$ cat config.mk
export PLATFORM = sky130hd
export DESIGN_NAME = adder6_chunk_sched
export DESIGN_NICKNAME = d
export VERILOG_FILES = /design/src/rtl/adder6_pkg.sv /design/src/rtl/adder6_core.sv /design/src/rtl/adder6_chunk_sched.sv
export SDC_FILE = /design/constraint.sdc
export NUM_CORES = 1
export LEC_CHECK = 0
export BUFFER_PORTS_ARGS = -buffer_cell sky130_fd_sc_hd__buf_2
export CAP_MARGIN = 40
export CORE_UTILIZATION = 52
export DETAILED_ROUTE_END_ITERATION = 16
export GPL_TIMING_DRIVEN = 0
export PLACE_DENSITY = 0.8
export SLEW_MARGIN = 20
export SYNTH_ARGS = -nofsm -noshare
export SYNTH_HDL_FRONTEND = slang
export SYNTH_SLANG_ARGS = --single-unit
$ cat constraint.sdc
create_clock -name clk -period 4.7 [get_ports clk]
set_input_delay 0.94 -clock clk [delete_from_list [all_inputs] [get_ports clk]]
set_output_delay 0.94 -clock clk [all_outputs]
set_load 0.05 [all_outputs]
$ cat src/rtl/adder6_pkg.sv
// adder6_pkg: shared types, chunk width and round-robin pick helper for the chunked adder scheduler
package adder6_pkg;
    localparam int CHUNK_W = 6;
    localparam int MAXREQ = 8;
    typedef enum logic [1:0] {IDLE, RUN, DONE} sched_state_t;
    typedef struct packed {
        logic       found;
        logic [2:0] idx;
    } rr_pick_t;
    // First valid index searching upward from last+1 with wrap over nreq requesters.
    function automatic rr_pick_t rr_pick(input logic [MAXREQ-1:0] valid, input logic [2:0] last, input int nreq);
        rr_pick_t r;
        int j;
        r = '0;
        for (int k = 1; k <= MAXREQ; k++) begin
            j = (int'(last) + k) % nreq;
            if (k <= nreq && !r.found && valid[3'(j)]) begin
                r.found = 1'b1;
                r.idx = 3'(j);
            end
        end
        return r;
    endfunction
endpackage

$ cat src/rtl/adder6_core.sv
// adder6_core: shared combinational 6-bit adder
// Ports: a, b (6-bit operands), cin (carry in) -> sum (6-bit), cout (carry out)
module adder6_core
    import adder6_pkg::*;
(
    input  logic [CHUNK_W-1:0] a,
    input  logic [CHUNK_W-1:0] b,
    input  logic               cin,
    output logic [CHUNK_W-1:0] sum,
    output logic               cout
);
    assign {cout, sum} = (CHUNK_W+1)'(a) + (CHUNK_W+1)'(b) + (CHUNK_W+1)'(cin);
endmodule

$ cat src/rtl/adder6_chunk_sched.sv
// adder6_chunk_sched: round-robin scheduler running wide additions one 6-bit chunk per cycle on one shared adder
// Ports: clk, rst (sync active-high); req_valid/req_ready/req_a/req_b/req_cin per requester (packed i*W);
//        rsp_valid/rsp_ready handshake with rsp_id, rsp_sum, rsp_cout held stable while valid
module adder6_chunk_sched
    import adder6_pkg::*;
#(
    parameter int NREQ = 2,
    parameter int CHUNKS = 4,
    parameter int IDW = $clog2(NREQ),
    localparam int W = CHUNK_W * CHUNKS
) (
    input  logic              clk,
    input  logic              rst,
    input  logic [NREQ-1:0]   req_valid,
    output logic [NREQ-1:0]   req_ready,
    input  logic [NREQ*W-1:0] req_a,
    input  logic [NREQ*W-1:0] req_b,
    input  logic [NREQ-1:0]   req_cin,
    output logic              rsp_valid,
    input  logic              rsp_ready,
    output logic [IDW-1:0]    rsp_id,
    output logic [W-1:0]      rsp_sum,
    output logic              rsp_cout
);
    sched_state_t state_q, state_d;
    logic [IDW-1:0] last_q, last_d, id_q, id_d, sel;
    logic [W-1:0] a_q, a_d, b_q, b_d, sum_q, sum_d;
    logic carry_q, carry_d, cout_q, cout_d;
    logic [2:0] idx_q, idx_d;
    logic [CHUNK_W-1:0] ca, cb, cs;
    logic cc;
    rr_pick_t pick;

    assign pick = rr_pick(MAXREQ'(req_valid), 3'(last_q), NREQ);
    assign sel = IDW'(pick.idx);
    // Grant only in IDLE and never while reset is held.
    assign req_ready = (!rst && state_q == IDLE && pick.found) ? NREQ'(1) << sel : '0;

    assign ca = a_q[idx_q*CHUNK_W +: CHUNK_W];
    assign cb = b_q[idx_q*CHUNK_W +: CHUNK_W];

    adder6_core u_core (
        .a    (ca),
        .b    (cb),
        .cin  (carry_q),
        .sum  (cs),
        .cout (cc)
    );

    always_comb begin
        state_d = state_q;
        last_d = last_q;
        id_d = id_q;
        a_d = a_q;
        b_d = b_q;
        sum_d = sum_q;
        carry_d = carry_q;
        cout_d = cout_q;
        idx_d = idx_q;
        case (state_q)
            IDLE: if (|req_ready) begin
                a_d = req_a[sel*W +: W];
                b_d = req_b[sel*W +: W];
                carry_d = req_cin[sel];
                idx_d = '0;
                last_d = sel;
                id_d = sel;
                state_d = RUN;
            end
            RUN: begin
                sum_d[idx_q*CHUNK_W +: CHUNK_W] = cs;
                carry_d = cc;
                idx_d = idx_q + 3'd1;
                if (idx_q == 3'(CHUNKS-1)) begin
                    cout_d = cc;
                    idx_d = '0;
                    state_d = DONE;
                end
            end
            DONE: state_d = rsp_ready ? IDLE : DONE;
            default: state_d = IDLE;
        endcase
    end

    always_ff @(posedge clk) begin
        if (rst) begin
            state_q <= IDLE;
            last_q <= IDW'(NREQ-1);
            id_q <= '0;
            a_q <= '0;
            b_q <= '0;
            sum_q <= '0;
            carry_q <= 1'b0;
            cout_q <= 1'b0;
            idx_q <= '0;
        end else begin
            state_q <= state_d;
            last_q <= last_d;
            id_q <= id_d;
            a_q <= a_d;
            b_q <= b_d;
            sum_q <= sum_d;
            carry_q <= carry_d;
            cout_q <= cout_d;
            idx_q <= idx_d;
        end
    end

    assign rsp_valid = (state_q == DONE);
    assign rsp_id = id_q;
    assign rsp_sum = sum_q;
    assign rsp_cout = cout_q;
endmodule

==> results of run 1 <==
## report_power, final
part           internal (mW)  switching, mW
logic                  0.240          0.396
registers              0.730         0.0271
clock network          0.267          0.281
total                   1.24          0.704
## how the worst min path moves through the flow
| stage | startpoint | end | slack, ns | depth (start not counted) |
|---|---|---|---|---|
| floorplan | last_q | last_q | 0.43 | 1 |
| global placement | last_q | last_q | 0.44 | 1 |
| detailed placement | rsp_sum[22] | rsp_sum[22] | 0.45 | 2 |
| CTS | rsp_sum[22] | rsp_sum[22] | 0.46 | 2 |
| global route | rsp_sum[20] | rsp_sum[20] | 0.48 | 2 |
| finish | rsp_sum[20] | rsp_sum[20] | 0.46 | 2 |
## cells by family (layout without fill, tap and decap cells)
| family | count (synthesis) | in the layout |
|---|---|---|
| AOI/OAI and AO/OA | 133 | 133 |
| xor gates and xnor gates | 8 | 8 |
| adders and majority gates | 15 | 15 |
| buffers and inverters | 56 | 202 |
| DFF | 81 | 81 |
| muxes | 16 | 16 |
| and+or+nand+nor | 177 | 177 |
## synthesized netlist by cell type (3+ instances only)
library cell | count | share of area [%]
o21ai_0 | 9 | 1.0
buf_1 | 5 | 0.42
nor3_1 | 13 | 1.5
nand2_1 | 17 | 1.4
nor2_1 | 76 | 6.4
dfxtp_1 | 81 | 37
nand3_1 | 14 | 1.6
and3_1 | 3 | 0.42
ha_1 | 12 | 3.4
a211oi_1 | 10 | 1.7
mux4_2 | 10 | 5.1
nand2b_1 | 6 | 0.85
fa_1 | 3 | 1.4
xnor2_2 | 3 | 1.1
and2_1 | 5 | 0.71
a221oi_1 | 4 | 0.79
a21o_1 | 3 | 0.51
clkbuf_1 | 27 | 2.3
o41ai_1 | 4 | 0.79
a21oi_1 | 15 | 1.7
nor3b_1 | 3 | 0.51
buf_2 | 6 | 0.68
a222oi_1 | 48 | 11
xnor2_1 | 3 | 0.59
inv_1 | 14 | 1.2
nand4_1 | 3 | 0.42
a31oi_1 | 11 | 1.6
mux2i_1 | 4 | 0.90
nand3b_1 | 3 | 0.51
nor2b_1 | 18 | 2.5
a311oi_1 | 4 | 0.79
a211o_1 | 3 | 0.59
o21bai_1 | 3 | 0.51
## routing by layer
layer | vias up | wire length (um)
li1 | 2158 | -
met1 | 2126 | 5410
met2 | 205 | 6690
met3 | 32 | 772
met4 | 0 | 405
met5 | - | 0
## state kept, by name (all words and copies together) (netlist names)
signal / cells
idx_q: 3
b_q: 24
last_q: 1
rsp_cout: 1
a_q: 24
rsp_sum: 24
carry_q: 1
rsp_id: 1
state_q: 2
## layout make-up
type / instances / area (um^2)
fill: 709 / 2790
multi-input combinational: 349 / 2580
sequential: 81 / 1620
timing repair buffer: 130 / 651
buffer: 41 / 176
clock buffer: 10 / 138
tap: 105 / 131
clock inverter: 6 / 73.8
inverter: 15 / 56.3
## worst min-delay path: stages (launching register included)
cell,delay (ns)
dfxtp_1,0.31
nand2_1,0.05
a21oi_1,0.05
==> results.yml, run 1 <==
outcome:
  status: "finished, final reports clean"
timing:
  setup_tns_ns: 0
  finalHoldViolCount: 0
  rsz0062_at_grt: "false"
  setup-violations-final: 0
  fin_ws_ns: 0.395
  finClkSkew_ns: 0.0135
  drv_slew: 0
  hold-worst-slack_ns: 0.456
  finalCriticalPeriod_ns: 4.30
  maxSlewHeadroom_pct: 55.8
  fin_crit_sh_pct: 91.6
  clock.fmax_mhz: 232
  tightest_slew_ns: 0.662
worst_setup_path:
  r2r-end: "rsp_sum[10]"
  required_ns: 4.99
  crit_cells: 13
  crit_family: "buffers and inverters"
  cp-end-kind: "register"
  endpoint: "rsp_sum[10]"
  crit_path_max_incr_delay_ns: 0.57
  arrival_ns: 4.59
  critical_path.slowest_cell: "clkbuf_1"
  path_cells: "clkbuf_1 > clkbuf_1 > mux4_2 > nor2b_1 > fa_1 > inv_1 > fa_1 > nand2b_1 > o2bb2ai_1 > xnor2_1 > a31oi_1 > mux2_1 > a21oi_1"
  critPathLaunch: "idx_q[1]"
  rr_worst_depth: 13
  cp_max_fo: 10
  rr_startpoint: "idx_q[1]"
  start_kind: "register"
  path_class: "register to register"
  critPathBufInv: 3
  rrSetupSlack_ns: 0.40
min_path:
  worstHoldPathType: "register to register"
clock_network:
  ctsHoldBuffers: 0
  cts_tree: "built"
  postCtsSetupBuffers: 0
  cts_resized: 0
  htree_num_levels: 3
  clock-sinks: 81
  cts_buffers: 9
  clockRootBuffer: "clkbuf_8"
  clk_pin_slew_ns: 0.08
  cts_buffer_depth: 2
  clkLatencyLatePin_ns: 0.36
final_layout:
  post-route-util_pct: 66.0
  fin_cells: 737
  fin_nets: 745
  final_common_cell: "buf_2"
  area_delta_synth_final_pct: 22.4
  layout_common_cells: "buf_2, dfxtp_1, nor2_1, a222oi_1, clkbuf_1"
  drive_above_1_share_pct: 29.0
  final_area_um2: 5430
  diodes: 0
global_route:
  use_met3_pct: 3.70
  grt_max_degree: 16
  antenna_found_initial: 0
  grt_pass1_wl_mm: 20.8
  met2_usage_pct: 52.5
  grt_util_met1_pct: 38.1
  grt_pass1_vias: 4221
  overflow: 0
  top_usage_layer: "met2"
  grt.total_usage_pct: 30.6
place:
  place_area_um2: 5220
  gp_congestion: 0.927
  place_hpwl_mm: 10.2
  placed_cells: 721
  portBuffers: 130
  pre_cts_ws_ns: 0.401
synthesis:
  synth_flop_cell: "dfxtp_1"
  avgSynthCellArea_um2: 9.12
  syn_nets: 604
  seq_area_frac_synth_pct: 36.6
  synth_mux_area_share_pct: 6.49
  synth_top_family_by_area: "compound AO/OA/AOI/OAI gates"
  synthDistinctLibCells: 68
  ys_async_sr_fraction_pct: 0
  synth-edff-count: 0
  synth_compound_area_share_pct: 24.5
  synthAdderAreaFrac_pct: 4.74
  synth_area_um2: 4430
  synthSimpleGateAreaFrac_pct: 20.2
  yosys_warnings: 0
  synth_seq_cells: 81
  synth-xor-area-share_pct: 2.26
  syn_inst: 486
floorplanning:
  io-pin-count: 132
  floorplan.die_area_um2: 8900
  start_util_pct: 54.0
  fp.dieW_um: 94.3
  coreArea_um2: 8220
  num_rows: 33
  dieHeight_um: 94.3
detailed_routing:
  drtPass1Iterations: 12
  ant_nets: 0
  vias_per_cell: 6.13
  drt-total-wl_mm: 13.3
  drt-initial-drc-count: 402
  vias: 4521
  drc: 0
  routedWlPerCell_um: 18.0
power:
  ir_drop_v: 0.000204
  power_leakage_nw: 2.24
  power_mw: 1.94
  powerDensity_nw_per_um2: 358
run:
  max_cap_viol_count: 0
Power figures use the tool's default switching activity.
==> run 2, diff against run 1 <==
--- a/config.mk
+++ b/config.mk
@@ -14,4 +14,5 @@
 export SLEW_MARGIN = 20
 export SYNTH_ARGS = -nofsm -noshare
 export SYNTH_HDL_FRONTEND = slang
+export SYNTH_HIERARCHICAL = 1
 export SYNTH_SLANG_ARGS = --single-unit
==> results.yml, run 2 <==
clock_network:
  cts_tree: "built"
  clk_pin_slew_ns: 0.08
  htree_num_levels: 3
  clock-sinks: 81
  cts_resized: 0
  ctsHoldBuffers: 0
  cts_buffer_depth: 2
  cts_buffers: 9
  clockRootBuffer: "clkbuf_8"
  clkLatencyLatePin_ns: 0.36
  postCtsSetupBuffers: 0
synthesis:
  synth_flop_cell: "dfxtp_1"
  syn_nets: 588
  yosys_warnings: 6
  synth_seq_cells: 81
  synth_compound_area_share_pct: 23.2
  synthAdderAreaFrac_pct: 4.69
  synth_common_cells: "dfxtp_1, nor2_1, a222oi_1"
  avgSynthCellArea_um2: 9.53
  synth_top_family_by_area: "compound AO/OA/AOI/OAI gates"
  synth-xor-area-share_pct: 2.51
  synth.most_common_cell: "dfxtp_1"
  synthTopCellsByArea: "dfxtp_1, a222oi_1, nor2_1"
  synthDistinctLibCells: 66
  syn_inst: 470
  seq_area_frac_synth_pct: 36.2
  synth_mux_area_share_pct: 10.8
  ys_async_sr_fraction_pct: 0
  post-synth-top-area-fraction_pct: 36.2
  synth_area_leader_cell: "dfxtp_1"
  synth-edff-count: 0
  synth_area_um2: 4480
  synthSimpleGateAreaFrac_pct: 17.9
final_layout:
  area_delta_synth_final_pct: 22.7
  drive_above_1_share_pct: 30.1
  post-route-util_pct: 66.5
  layout_common_cells: "buf_2, dfxtp_1, nor2_1, a222oi_1, clkbuf_1"
  multi_input_area_um2: 2650
  fin_nets: 730
  final_area_um2: 5500
  regArea_um2: 1620
  fill_cells: 682
  final_common_cell: "buf_2"
  diodes: 0
  fin_cells: 722
timing:
  maxSlewHeadroom_pct: 49.8
  setup_tns_ns: 0
  tightest_slew_ns: 0.747
  finClkSkew_ns: 0.0122
  rsz0062_at_grt: "false"
  finalCriticalPeriod_ns: 4.42
  fin_ws_ns: 0.280
  drv_slew: 0
  fin_crit_sh_pct: 94.1
  finalHoldViolCount: 0
  clock.fmax_mhz: 226
  hold-worst-slack_ns: 0.458
  setup-violations-final: 0
power:
  power_leakage_nw: 2.41
  power_mw: 1.94
  combPwrFrac_pct: 31.0
  seq_power_share_pct: 39.0
  p_sw_share_pct: 34.3
  powerDensity_nw_per_um2: 354
  p_switching_mw: 0.666
  clockPowerShare_pct: 30.0
  ir_drop_v: 0.000236
  internal_power_mw: 1.28
outcome:
  status: "finished, final reports clean"
global_route:
  grt.total_usage_pct: 31.6
  antenna_found_initial: 0
  grt_pass1_wl_mm: 21.5
  overflow: 0
  grt_pass1_vias: 4359
  grt_max_degree: 15
detailed_routing:
  drtPass1Iterations: 6
  drt-initial-drc-count: 556
  routedWlPerCell_um: 19.0
  ant_nets: 0
  vias: 4581
  vias_per_cell: 6.34
  drc: 0
  drt-total-wl_mm: 13.7
floorplanning:
  io-pin-count: 132
  start_util_pct: 54.2
  fp.dieW_um: 94.8
  num_rows: 33
  floorplan.die_area_um2: 8990
  coreArea_um2: 8260
  dieHeight_um: 94.8
worst_setup_path:
  cp_max_fo: 10
  crit_family: "multiplexers"
  cp-end-kind: "register"
  rrSetupSlack_ns: 0.28
  crit_path_frequent_cell: "buf_2"
  crit_path_max_incr_delay_ns: 0.55
  arrival_ns: 4.71
  path_class: "register to register"
  required_ns: 4.99
  critical_path.slowest_cell: "mux4_2"
  start_kind: "register"
  path_cells: "buf_2 > buf_2 > buf_2 > mux4_2 > nor2b_1 > fa_1 > inv_1 > fa_1 > nor2b_4 > o31a_2 > a21oi_2 > mux2i_1 > mux2_2 > nor2_1 > mux2i_1 > nor2_1"
  critPathBufInv: 4
place:
  portBuffers: 131
  place_area_um2: 5270
  placed_cells: 706
  place_hpwl_mm: 10.4
  pre_cts_ws_ns: 0.113
  gp_congestion: 0.909
min_path:
  worstHoldPathType: "register to register"
run:
  max_cap_viol_count: 0
==> run 2: changes by cell type in the layout (fill, tap and decap cells not counted), moves of 4 or more <==
cell       delta
nand3_1       -9
a211oi_1     -10
nor3_1       -10
mux2i_1      +15
a2bb2oi_1     +4
and3_1        +6
a31oi_1       -8
buf_1         -5
==> run 2: cells by family after synthesis <==
| kind of cell | after synthesis |
|---|---|
| and+or+nand+nor | 159 |
| DFF | 81 |
| adders and majority gates | 15 |
| AOI/OAI and AO/OA | 122 |
| xor gates and xnor gates | 9 |
| muxes | 33 |
| buffers and inverters | 51 |
==> run 2: power by group through the flow <==
stage               registers, mW  logic [mW]  clock network (mW)
finish                      0.757       0.602               0.583
global route                0.761       0.648               0.619
CTS                         0.757       0.586               0.589
detailed placement          0.772       0.582                   0
global placement            0.771       0.577                   0
floorplan                   0.772       0.405                   0
==> run 2: tightest hold or removal path, cell delays in order (launching register included) <==
cell and delay [ns]:
dfxtp_1 0.31, nand2_1 0.05, a21oi_1 0.05
==> run 2: final timing paths <==
check | startpoint | endpoint | cells after the start
worst max register to register | idx_q[0] | rsp_sum[22] | 16
worst max-delay path | idx_q[0] | rsp_sum[22] | 16
worst min-delay path | rsp_sum[0] | rsp_sum[0] | 2
worst min register to register | rsp_sum[0] | rsp_sum[0] | 2
==> run 2: layout make-up <==
class,instances,area share [%]
Timing Repair Buffer,131,11.9
Tap cell,105,2.39
Buffer,39,3.01
Multi-Input combinational cell,338,48.2
Sequential cell,81,29.5
Clock buffer,10,2.50
Inverter,12,0.820
Clock inverter,6,1.62
==> run 2: per-layer routing <==
metal	wire, um	vias to the layer above	track usage (%)	share of wire [%]
li1	-	2094	-	-
met1	5680	2198	39.4	41
met2	6490	258	53.1	47
met3	1190	31	7.89	8.7
met4	323	0	10.5	2.4
met5	0	-	0	0
